## src/rtl/taxi_meter_multi.sv

```systemverilog
// Multi-seat taxi meter with a VIP meter, shared wrapping income total and a valid/ready fare port.
// Define TAXI_METER_RAIN_EN to enable the rain surcharge driven by the rainy input.
module taxi_meter_multi #(
  parameter int SEATS      = 4,
  parameter int COST_W     = 32,
  parameter int BASE_FARE  = 10,
  parameter int RATE_MOVE  = 8,
  parameter int RATE_STOP  = 5,
  parameter int VIP_MOVE   = 16,
  parameter int VIP_STOP   = 5,
  parameter int INCOME_CAP = 10000,
  localparam int ID_W      = $clog2(SEATS + 1)
) (
  input  logic                      clock,
  input  logic                      reset_income,
  input  logic                      mode,
  input  logic                      vip_enable,
  input  logic                      rainy,
  input  logic [SEATS-1:0]          seat_occ,
  output logic [SEATS*COST_W-1:0]   seat_cost,
  output logic [COST_W-1:0]         vip_cost,
  output logic [COST_W-1:0]         total_income,
  output logic                      income_wrap,
  output logic                      fare_valid,
  input  logic                      fare_ready,
  output logic [ID_W-1:0]           fare_id,
  output logic [COST_W-1:0]         fare_amount
);

  typedef enum logic [1:0] {
    IDLE   = 2'd0,
    RIDING = 2'd1,
    SETTLE = 2'd2
  } meter_st_e;

  // Meter index SEATS is the VIP meter; it shares all FSM logic with the seats.
  localparam int N = SEATS + 1;

  meter_st_e         st_q   [N];
  meter_st_e         st_d   [N];
  logic [COST_W-1:0] cost_q [N];
  logic [COST_W-1:0] cost_d [N];

  logic [COST_W-1:0] total_q, total_d;
  logic [COST_W-1:0] charge_sum, sum_d, rate, base_eff, rain_inc;
  logic              wrap_q, wrap_d;
  logic              lock_vld_q, lock_vld_d;
  logic [ID_W-1:0]   lock_id_q, lock_id_d;
  logic [ID_W-1:0]   win_id;
  logic              win_vld, xfer, rain_on;
  logic [N-1:0]      occ_vec;

`ifdef TAXI_METER_RAIN_EN
  assign rain_on = rainy;
`else
  logic rainy_unused;
  assign rainy_unused = rainy;
  assign rain_on      = 1'b0;
`endif

  assign occ_vec  = {vip_enable, seat_occ};
  assign base_eff = COST_W'(BASE_FARE) + (rain_on ? COST_W'(5) : '0);
  assign rain_inc = COST_W'(rain_on);

  // A presented fare is locked until accepted so a newly settling lower seat cannot preempt it.
  always_comb begin
    win_vld     = lock_vld_q;
    win_id      = lock_id_q;
    fare_amount = '0;
    if (!lock_vld_q) begin
      for (int i = N - 1; i >= 0; i--) begin
        if (st_q[i] == SETTLE) begin
          win_vld = 1'b1;
          win_id  = ID_W'(i);
        end
      end
    end
    for (int i = 0; i < N; i++) begin
      if (win_vld && win_id == ID_W'(i)) fare_amount = cost_q[i];
    end
  end

  assign xfer       = win_vld && fare_ready;
  assign fare_valid = win_vld;
  assign fare_id    = win_id;

  always_comb begin
    charge_sum = '0;
    rate       = '0;
    for (int i = 0; i < N; i++) begin
      st_d[i]   = st_q[i];
      cost_d[i] = cost_q[i];
      if (i == SEATS) begin
        rate = (mode ? COST_W'(VIP_MOVE) : COST_W'(VIP_STOP)) + rain_inc;
      end else begin
        rate = (mode ? COST_W'(RATE_MOVE) + ((i == 0) ? COST_W'(1) : '0)
                     : COST_W'(RATE_STOP)) + rain_inc;
      end
      if (xfer && win_id == ID_W'(i)) begin
        st_d[i]   = IDLE;
        cost_d[i] = '0;
      end else if (i == SEATS || !vip_enable) begin
        case (st_q[i])
          IDLE: begin
            if (occ_vec[i]) begin
              st_d[i]    = RIDING;
              cost_d[i]  = base_eff;
              charge_sum = charge_sum + base_eff;
            end
          end
          RIDING: begin
            if (occ_vec[i]) begin
              cost_d[i]  = cost_q[i] + rate;
              charge_sum = charge_sum + rate;
            end else begin
              st_d[i] = SETTLE;
            end
          end
          default: ;
        endcase
      end
    end
    sum_d      = total_q + charge_sum;
    wrap_d     = sum_d > COST_W'(INCOME_CAP);
    total_d    = wrap_d ? '0 : sum_d;
    lock_vld_d = win_vld && !fare_ready;
    lock_id_d  = win_id;
  end

  always_ff @(posedge clock or posedge reset_income) begin
    if (reset_income) begin
      for (int i = 0; i < N; i++) begin
        st_q[i]   <= IDLE;
        cost_q[i] <= '0;
      end
      total_q    <= '0;
      wrap_q     <= 1'b0;
      lock_vld_q <= 1'b0;
      lock_id_q  <= '0;
    end else begin
      for (int i = 0; i < N; i++) begin
        st_q[i]   <= st_d[i];
        cost_q[i] <= cost_d[i];
      end
      total_q    <= total_d;
      wrap_q     <= wrap_d;
      lock_vld_q <= lock_vld_d;
      lock_id_q  <= lock_id_d;
    end
  end

  always_comb begin
    seat_cost = '0;
    for (int i = 0; i < SEATS; i++) seat_cost[i*COST_W +: COST_W] = cost_q[i];
  end

  assign vip_cost     = cost_q[SEATS];
  assign total_income = total_q;
  assign income_wrap  = wrap_q;

endmodule
```

## config.mk

```make
export PLATFORM = sky130hd
export DESIGN_NAME = taxi_meter_multi
export DESIGN_NICKNAME = d
export VERILOG_FILES = /design/src/rtl/taxi_meter_multi.sv
export SDC_FILE = /design/constraint.sdc
export NUM_CORES = 1
export LEC_CHECK = 0
export CAP_MARGIN = 30
export CORE_MARGIN = 2
export CORE_UTILIZATION = 50
export CTS_CLUSTER_DIAMETER = 120
export DETAILED_ROUTE_END_ITERATION = 16
export DONT_BUFFER_PORTS = 1
export PLACE_DENSITY_LB_ADDON = 0.25
export RECOVER_POWER = 100
export SETUP_SLACK_MARGIN = 0.2
export SLEW_MARGIN = 20
export SYNTH_ARGS = -nofsm -noshare
export SYNTH_HDL_FRONTEND = slang
export SYNTH_SLANG_ARGS = --single-unit
```

## constraint.sdc

```tcl
create_clock -name clock -period 11.4 [get_ports clock]
set_input_delay 1.14 -clock clock [delete_from_list [all_inputs] [get_ports clock]]
set_output_delay 1.14 -clock clock [all_outputs]
set_load 0.02 [all_outputs]
```

* Yosys cells after proc, flatten, opt, wreduce, memory -nomap -nowiden
Cells that the tools add are included.
Word-level totals: word-level logic and storage cells 189, bits of input ports 10, register bits 207, output and inout port bits 229
Operators by class: equality and inequality tests 33, reductions and logical operators 34, add/subtract/negate cells 14, multiplexer cells 93, order comparisons 1
Operators with widths (number):
- 32-bit 2-to-1 mux | 40
- 32-bit one-hot mux with 2 select lines | 9
- 32-bit adder | 7
- 32-bit by 4-bit adder with 32-bit output (second input constant) | 4
- 32-bit by 5-bit adder with 32-bit output | 2
- 3-bit != test (second input constant) | 15
- 2-bit 2-to-1 mux | 19
- 32-bit by 4-bit adder with 32-bit output | 1
- 32-bit by 14-bit > comparator with 1-bit output (second input constant) | 1
- 4-bit AND reduction | 8
- 4-bit 2-to-1 mux | 6
- 2-bit one-hot mux with 2 select lines | 5
- 3-bit 2-to-1 mux | 6
- 3-bit nonzero test | 5
- 1-bit logical AND | 12
- 2-bit by 1-bit equality test with 1-bit output (second input constant) | 5
- 2-bit equality test (second input constant) | 5
- 2-bit logical NOT | 5
- 2-bit by 1-bit != test with 1-bit output (second input constant) | 4
- 4-bit one-hot mux with 2 select lines | 1
- 3-bit by 2-bit equality test with 1-bit output (second input constant) | 2
- 1-bit 2-to-1 mux | 6
- 3-bit AND reduction | 2
- 5-bit 2-to-1 mux | 1
- other kinds (4) | 4

* Logic depth before layout (Yosys ltp)
Gate-level depths: netlist of run 1.
depth in word-level cells 32, gate-level depth with buffers 45, gate-level depth less buffers 40

* Least setup slack after synthesis of run 1
No wires, ideal clock.
path kind input to register, start point input vip_enable, end point register wrap_q (netlist: income_wrap), library setup time 0.127 ns, data required time 11.273 ns, slack 2.788 ns, stages 40, arrival time 8.485 ns, path buffers 3, cells stage by stage or3b_1 -> clkbuf_1 -> or3_1 -> inv_1 -> ha_1 -> ha_1 -> nor4bb_1 -> a211oi_1 -> o21ai_0 -> nand3_1 -> o211a_1 -> ha_1 -> xnor2_1 -> nand2_1 -> o21ai_0 -> a21oi_1 -> ha_1 -> and2_1 -> [4 not listed] -> xnor2_1 -> a21oi_1 -> a21o_1 -> ha_1 -> a21o_1 -> a21oi_2 -> nor2b_1 -> o21a_1 -> o41ai_4 -> nand2b_1 -> buf_4 -> nor2_1 -> nor2_1 -> o21bai_1 -> a221o_1 -> or4_1 -> buf_2 -> or2_2
On the way: word-level cells in the longest chain between the ends 23, elaborated cells between the ends (all ways) 31, classes of those cells add/sub (9); order compare (1); mux (21)
Ends and longest elaborated chain:
- start: declaration | line 17 | input logic vip_enable,
- 4-bit 2-to-1 mux | line 102 | end else if (i == SEATS || !vip_enable) begin
- 4-bit 2-to-1 mux | line 99 | if (xfer && win_id == ID_W'(i)) begin
- 32-bit adder / 32-bit by 4-bit adder with 32-bit output (equally long branches) | line 114, 108
- 32-bit 2-to-1 mux (on tied branches) | line 112, 105
- 32-bit one-hot mux with 2 select lines | line 103 | case (st_q[i])
- 32-bit 2-to-1 mux | line 102
- 32-bit 2-to-1 mux | line 99
- 32-bit adder / 32-bit by 4-bit adder with 32-bit output (equally long branches) | line 114, 108
- [8 not listed]
- 32-bit 2-to-1 mux | line 99
- 32-bit by 5-bit adder with 32-bit output / 32-bit by 4-bit adder with 32-bit output (equally long branches) | line 114, 108
- 32-bit 2-to-1 mux (on tied branches) | line 112, 105
- 32-bit one-hot mux with 2 select lines | line 103
- 32-bit 2-to-1 mux * | line 99
- 32-bit adder * | line 123 | sum_d = total_q + charge_sum;
- 32-bit by 14-bit > comparator with 1-bit output * | line 124 | wrap_d = sum_d > COST_W'(INCOME_CAP);
- via wrap_d | line 46 | logic wrap_q, wrap_d;
- end signal: assignment | line 146 | wrap_q <= wrap_d;
- end: declaration | line 46
The timed path passes the listed nets; every way through them passes the cells marked *. A chain may end at the register's enable or synchronous reset.

* Final worst setup path of run 1
start point register st_q[8] in the netlist's numbering, end point register wrap_q (netlist: income_wrap)
On the way: word-level cells in the longest chain between the ends 27, elaborated cells between the ends (all ways) 50, classes of those cells add/sub (9); order compare (1); eq/ne (6); mux (26); reduce/logical (8)
Ends and longest elaborated chain:
- start: declaration | line 39 | meter_st_e st_q [N];
- start signal: indexed assignment | line 142 | st_q[i] <= st_d[i];
- 2-bit equality test * | line 72 | if (st_q[i] == SETTLE) begin
- 3-bit 2-to-1 mux * | line 72
- 3-bit 2-to-1 mux * | line 70 | if (!lock_vld_q) begin
- via fare_id[0] | line 26 | output logic [ID_W-1:0] fare_id,
- 3-bit logical NOT | line 99
- 1-bit logical AND | line 99
- 4-bit 2-to-1 mux | line 99
- 32-bit adder / 32-bit by 4-bit adder with 32-bit output (equally long branches) | line 114, 108
- [13 not listed]
- 32-bit 2-to-1 mux | line 99
- 32-bit by 5-bit adder with 32-bit output / 32-bit by 4-bit adder with 32-bit output (equally long branches) | line 114, 108
- 32-bit 2-to-1 mux (on tied branches) | line 112, 105
- 32-bit one-hot mux with 2 select lines | line 103
- 32-bit 2-to-1 mux * | line 99
- 32-bit adder * | line 123
- 32-bit by 14-bit > comparator with 1-bit output * | line 124
- via wrap_d | line 46
Marks and branches as above.

==> reports/summary.txt, run 1 <==
Num CTS Buffers: 25
Cells after synthesis: 1492
# DRC: 0
Synth area leader: dfrtp_1
Worst EP arrival: 10.67 ns
Fmax: 97.44 MHz
Initial antenna violation count: 0
Mapped cell area: 13100 sq um
Worst setup SP type: flop
Worst Tran Pin Value: 3.320 ns
Synth top area share: 0.3953
Starting DRT DRC Count: 1068
Most numerous cell in the Yosys netlist: nor2_1
Period utilisation layout: 0.9003
Diode count: 0
Clock transition at path regs: 0.06 ns
Yosys cell types: 84
Total grt overflow: 0
Top FF cell, synth: dfrtp_1
Vias: 11270
Final wirelength: 38.53 mm
Pre-antenna DRT Iters: 5
CTS tree: built
Leakage: 6.177 nW
Die Span Y: 165.9 um
Final std cells w/o fill: 1851
CTS H-tree lvls: 1
Final TNS setup: 0 ns
Placed cell count: 1805
Ranking of synthesized cells by area: dfrtp_1 40%, nor2_1 6.6%, xor2_1 5.3%, ha_1 4.5%, xnor2_1 4.3%
Post-synthesis sequential area ratio: 0.3953
Clock sinks: 207
Worst skew pair latency: 0.53 ns
Area Growth Syn to Fin: 8.937%
Final Util: 0.5509
Ratio of cells with drive above 1 in the final layout: 0.04617
WP data required: 11.81 ns
Final Skew: 0.01551 ns
Worst ir drop on vdd: 0.2054 mV
IO Count: 239
Status: finished with violations
Final nets: 1556
Largest net degree at the start of global routing: 76
Clock buffer depth: 3
Hold crit path type: flop to flop
Min cycle time layout: 10.26 ns
Post-synth EDFFs: 0
Slew Viols, Final: 332
Violated checks: max-capacitance violations, max-slew violations
Vias per cell: 6.088
Power per cell area: 217.2 nW/um^2
Commonest cells in the netlist: 232 x nor2_1, 207 x dfrtp_1, 97 x a21oi_1, 94 x nand2_1, 80 x xor2_1
GPL Wtd Cong: 0.9044
Synthesized area per cell: 8.783 sq um
Hold_buf cts: 0
Initial Util: 0.5057
YS warnings: 0
Max-cap violations: 7
First-pass GRT wire length: 60.85 mm
Final hold violation count: 0
CTS resizes: 0
# rows: 59
Hold depth: 2
RSZ-0062 raised after global routing: false
Die footprint: 27520 sq um
Routed Antenna Nets: 0
Core footprint: 25910 sq um
Maximum fanout along the worst path: 47
Final setup viols: 0
Ys async rst share: 1.000
HPWL after DPL: 28.75 mm
GR Util All Layers: 0.2737
Rel. slew slack: -1.213
Chip width: 165.9 um
Root buf cell: clkbuf_16
Reg2Reg Depth: 25
Critical path class: flop to flop
Crit. End Element: flop
Synthesis-stage register bit count: 207
Vias in the first global route: 10550
Routed length per instance: 20.81 um
Post-CTS setup buffers: 0
Port bufs: 0
-- critical path, stage by stage (launching register included) --
cell	delay [ns]
dfrtp_1	0.43
and2b_1	0.41
a211oi_1	0.11
o21a_1	0.30
nor2_4	0.14
clkbuf_1	2.13
inv_2	-0.05
clkbuf_1	1.08
or3_1	0.79
a21oi_1	0.37
xnor2_1	0.13
o211ai_1	0.44
xor2_1	0.25
ha_1	0.26
a21o_1	0.16
ha_1	0.32
nor2b_1	0.15
o21a_1	0.21
o41ai_4	0.32
nand2b_1	0.34
nor2_1	0.11
nor2_1	0.09
o21bai_1	0.09
a221o_1	0.28
or4_1	0.80
or2_2	0.38
-- state kept, by name (all words and copies together) (netlist names) --
name	flops
seat_cost	128
st_q	10
lock_id_q	3
lock_vld_q	1
total_income	32
vip_cost	32
income_wrap	1
-- layout make-up --
type | instances | area [sq um]
Fill cell | 2333 | 11640
Multi-Input combinational cell | 1202 | 7570
Sequential cell | 207 | 5180
Clock buffer | 35 | 693.2
Tap cell | 335 | 419.2
Inverter | 44 | 166.4
Clock inverter | 10 | 160.2
Timing Repair Buffer | 18 | 86.33
-- placed cells by master, fill, tap and decap left out, types with 5 or more instances in the layout --
cell and count:
xnor2_1 65, nor3_1 41, clkbuf_1 20, nor2b_1 28, a31oi_1 10, nand4_1 20, o22ai_1 13, o21a_1 27
and3_1 27, mux2i_1 50, inv_1 41, nor2_1 233, conb_1 19, ha_1 47, and2_1 12, a211oi_1 5
nand2b_1 15, a21o_1 13, o21ai_0 65, dfrtp_1 207, a21oi_1 97, clkbuf_16 25, or3_1 30, nand3_1 73
o211ai_1 6, and4_1 6, o221ai_1 24, nor3b_1 9, xor2_1 80, nand2_1 93
-- logic make-up after synthesis --
| logic type | count (synthesis) | synth area share |
|---|---|---|
| DFF | 207 | 0.3953 |
| and+or+nand+nor | 618 | 0.2300 |
| xor gates and xnor gates | 145 | 0.09692 |
| other | 1 | 0.0002862 |
| adders and majority gates | 48 | 0.04640 |
| buffers and inverters | 101 | 0.03094 |
| muxes | 54 | 0.04163 |
| AOI/OAI and AO/OA | 318 | 0.1585 |
-- stage by stage --
stage | cell area (sq um) | total power [mW] | hold slack (ns) | worst slack [ns]
4_1_cts | 14390 | 3.112 | 0.5217 | 1.740
5_1_grt | 14270 | 3.270 | 0.6699 | 0.5826
3_5_place_dp | 13530 | 2.272 | 0.5859 | 1.489
6_report | 14270 | 3.101 | 0.5859 | 1.137
3_3_place_gp | 13500 | 2.236 | 0.5748 | 1.734
2_1_floorplan | 13170 | 1.936 | 0.5317 | 2.788
-- path summary, 6_finish.rpt --
| path | start | endpoint | slack [ns] |
|---|---|---|---|
| worst min-delay path | st_q[9] | st_q[9] | 0.59 |
| max in group asynchronous | reset_income | seat_cost[65] | 5.56 |
| worst max register to register | st_q[8] | income_wrap | 1.14 |
| worst max-delay path | st_q[8] | income_wrap | 1.14 |
| worst min register to register | st_q[9] | st_q[9] | 0.59 |
| min in group asynchronous | reset_income | seat_cost[119] | 1.41 |
-- power by group --
part | internal [mW] | leakage, nW | switching, mW | total [mW]
sequential | 0.806 | 2.78 | 0.205 | 1.01
clock | 0.515 | 0.415 | 0.320 | 0.835
combinational | 0.418 | 2.98 | 0.838 | 1.26
total | 1.74 | 6.18 | 1.36 | 3.10
-- per-layer routing --
metal	vias up	global-route usage	share of wire
li1	5303	-	-
met1	5453	0.3775	0.43
met3	74	0.08532	0.098
met4	0	0.07599	0.034
met2	439	0.4176	0.44
met5	-	0	0
Note: power is estimated with default switching activity, not from simulation.
==> run 2, diff against run 1 <==
--- a/config.mk
+++ b/config.mk
@@ -6,6 +6,7 @@
 export NUM_CORES = 1
 export LEC_CHECK = 0
 export CAP_MARGIN = 30
+export CORE_ASPECT_RATIO = 0.8
 export CORE_MARGIN = 2
 export CORE_UTILIZATION = 50
 export CTS_CLUSTER_DIAMETER = 120
@@ -14,7 +15,8 @@
 export PLACE_DENSITY_LB_ADDON = 0.25
 export RECOVER_POWER = 100
 export SETUP_SLACK_MARGIN = 0.2
-export SLEW_MARGIN = 20
+export SKIP_LAST_GASP = 1
+export SLEW_MARGIN = 30
 export SYNTH_ARGS = -nofsm -noshare
 export SYNTH_HDL_FRONTEND = slang
 export SYNTH_SLANG_ARGS = --single-unit
==> run 2 against run 1 <==
The flow still finishes with violations (max-capacitance violations, max-slew violations). Register-to-register slack improved by 0.17 ns. Clock skew down 0.0025 ns. Power shrank 2.5%. Largest power group unchanged.
==> reports/summary.txt, run 2 (synthesis gave the netlist of run 1 again) <==
Area after DPL: 13520 sq um (about the same)
Min cycle time layout: 10.10 ns (-0.1661 ns)
Total net switching power: 1.348 mW (-1.1%)
HPWL after DPL: 29.28 mm (+1.8%)
Starting DRT DRC Count: 809 (-24%)
First-pass GRT wire length: 60.96 mm (+0.18%)
Total grt overflow: 0 (unchanged)
Status: finished with violations
Rel. slew slack: -3.104 (-1.891)
Initial antenna violation count: 1 (+1)
# rows: 52 (-12%)
Worst Tran Pin Value: 6.156 ns (+2.836 ns)
Reg area: 5180 sq um (unchanged)
Period utilisation layout: 0.8857 (-0.01457)
Die Span Y: 148.8 um (-10%)
Initial Util: 0.5138 (+0.008063)
Sw frac: 0.4458 (+0.006420)
Fmax: 99.04 MHz (+1.6%)
Largest net degree at the start of global routing: 135 (+78%)
Slowest-stage cell, CP: or4_1
Vias in the first global route: 10620 (+0.69%)
Port bufs: 0 (unchanged)
Leakage: 6.121 nW (-0.90%)
Commonest cells after routing, fill and taps aside: 233 x nor2_1, 207 x dfrtp_1, 98 x a21oi_1
Multi-input gate area: 7576 sq um (about the same)
CTS tree: built
Cell repeated most along the worst path: ha_1
Violated checks: max-capacitance violations, max-slew violations
Num CTS Buffers: 24 (-4.0%)
Ratio of cells with drive above 1 in the final layout: 0.04064 (-0.005535)
Chip width: 185.0 um (+12%)
Fillers: 2361 (+1.2%)
Clock buffer depth: 3 (unchanged)
Max-cap violations: 6 (-1)
Reg2reg start: st_q[7]
Final non-filler cell area: 14170 sq um (-0.74%)
Critical path's largest stage delay: 0.80 ns (-1.33 ns)
Final Skew: 0.01297 ns (-0.002532 ns)
Placed cell count: 1816 (+0.61%)
Power per cell area: 213.4 nW/um^2 (-1.8%)
Root buf cell: clkbuf_16
P_int: 1.676 mW (-3.6%)
Min-delay src: st_q[9]
GPL Wtd Cong: 0.9447 (+4.5%)
Vias per cell: 6.146 (+0.96%)
Comb pwr share: 0.414 (+0.009)
Pre-antenna DRT Iters: 7 (+2)
Hold_buf cts: 0 (unchanged)
Area Growth Syn to Fin: 8.135%
Final TNS setup: 0 ns (unchanged)
Final hold violation count: 0 (unchanged)
Final wirelength: 39.37 mm (+2.2%)
CTS H-tree lvls: 1 (unchanged)
Critical path class: flop to flop
RSZ-0062 raised after global routing: false
# DRC: 0 (unchanged)
Final nets: 1549 (-0.45%)
Slew Viols, Final: 372 (+12%)
Diode count: 0 (unchanged)
WP data required: 11.80 ns (about the same)
Worst skew pair latency: 0.52 ns (about the same)
Core footprint: 25500 sq um (-1.6%)
Commonest non-fill, non-tap cell in the layout: nor2_1
Die footprint: 27530 sq um (about the same)
Largest register FFs: 128 (unchanged)
Crit. End Element: flop
GR Util All Layers: 0.2836 (+0.009848)
Final setup viols: 0 (unchanged)
Final std cells w/o fill: 1852 (+0.054%)
Clock transition at path regs: 0.06 ns (about the same)
Clock group share of total power: 0.251 (-0.018)
Worst setup SP type: flop
Post-CTS setup buffers: 0 (unchanged)
Worst ir drop on vdd: 0.1213 mV (-41%)
Hold crit path type: flop to flop
IO Count: 239 (unchanged)
CTS resizes: 0 (unchanged)
Seq pwr share: 0.335 (+0.009)
Worst EP arrival: 10.50 ns (-0.17 ns)
Routed Antenna Nets: 0 (unchanged)
Final Util: 0.5556 (+0.004663)
Vias: 11380 (+1.0%)
CP startpoint: st_q[7]
Clock sinks: 207 (unchanged)
Routed length per instance: 21.26 um (+2.1%)
Maximum fanout along the worst path: 30 (-36%)
## run 2: cell count changes in the layout (fill, tap and decap cells not counted), sizes merged
cell / delta
bufinv: -2
inv: -3
clkinvlp: -1
buf: -2
clkbuf: -7
## run 2: area by class of cell
type | count | area share
repair buffers | 12 | 0.003974
well taps | 351 | 0.03099
multi-input cells | 1202 | 0.5347
clock buffers | 32 | 0.04812
clock inverters | 4 | 0.004945
inverters | 44 | 0.01174
flip-flops and latches | 207 | 0.3656
## run 2: power groups by stage
stage          clock network [mW]  registers, mW  logic, mW
2_1_floorplan                   0          0.950      0.986
3_3_place_gp                    0           1.02       1.22
3_5_place_dp                    0           1.02       1.25
4_1_cts                     0.769           1.01       1.25
5_1_grt                     0.805           1.03       1.37
6_report                    0.758           1.01       1.25
## run 2: critical path, delay by kind of cell, from the launching register on
family | cells | cell delay (ns)
AOI/OAI and AO/OA | 16 | 3.60
xor gates and xnor gates | 2 | 0.30
adders and majority gates | 5 | 1.38
buffers and inverters | 2 | 0.67
DFF | 1 | 0.57
muxes | 1 | 0.09
and+or+nand+nor | 11 | 3.35
## run 2: worst paths after layout
| check | endpoint | slack, ns | cells after the start |
|---|---|---|---|
| max | income_wrap | 1.30 | 37 |
| min | st_q[9] | 0.60 | 2 |
| max reg2reg | income_wrap | 1.30 | 37 |
| min reg2reg | st_q[9] | 0.60 | 2 |
| max in group asynchronous | total_income[25] | 3.57 | 2 |
| min in group asynchronous | total_income[31] | 2.32 | 1 |
## run 2: per-layer routing
metal  global-route usage  up-vias  part of all wire
li1                     -     5291                 -
met1               0.4013     5567              0.44
met2               0.4097      438              0.42
met3              0.08984       87              0.10
met4              0.09563        0             0.036
met5                    0        -                 0
## run 2: per-stage QoR
| stage | total power, mW | setup WS, ns | hold slack, ns |
|---|---|---|---|
| 6_report | 3.024 | 1.303 | 0.6032 |
| 5_1_grt | 3.202 | 0.5946 | 0.6499 |
| 4_1_cts | 3.028 | 1.672 | 0.6090 |
| 3_5_place_dp | 2.269 | 1.490 | 0.5964 |
| 3_3_place_gp | 2.240 | 1.612 | 0.5738 |
| 2_1_floorplan | 1.936 | 2.788 | 0.5317 |
==> run 3, diff against run 2 <==
--- a/config.mk
+++ b/config.mk
@@ -15,7 +15,6 @@
 export PLACE_DENSITY_LB_ADDON = 0.25
 export RECOVER_POWER = 100
 export SETUP_SLACK_MARGIN = 0.2
-export SKIP_LAST_GASP = 1
 export SLEW_MARGIN = 30
 export SYNTH_ARGS = -nofsm -noshare
 export SYNTH_HDL_FRONTEND = slang
==> results of run 3 <==
The final DEF is identical to that of run 2; final timing and power are the same.
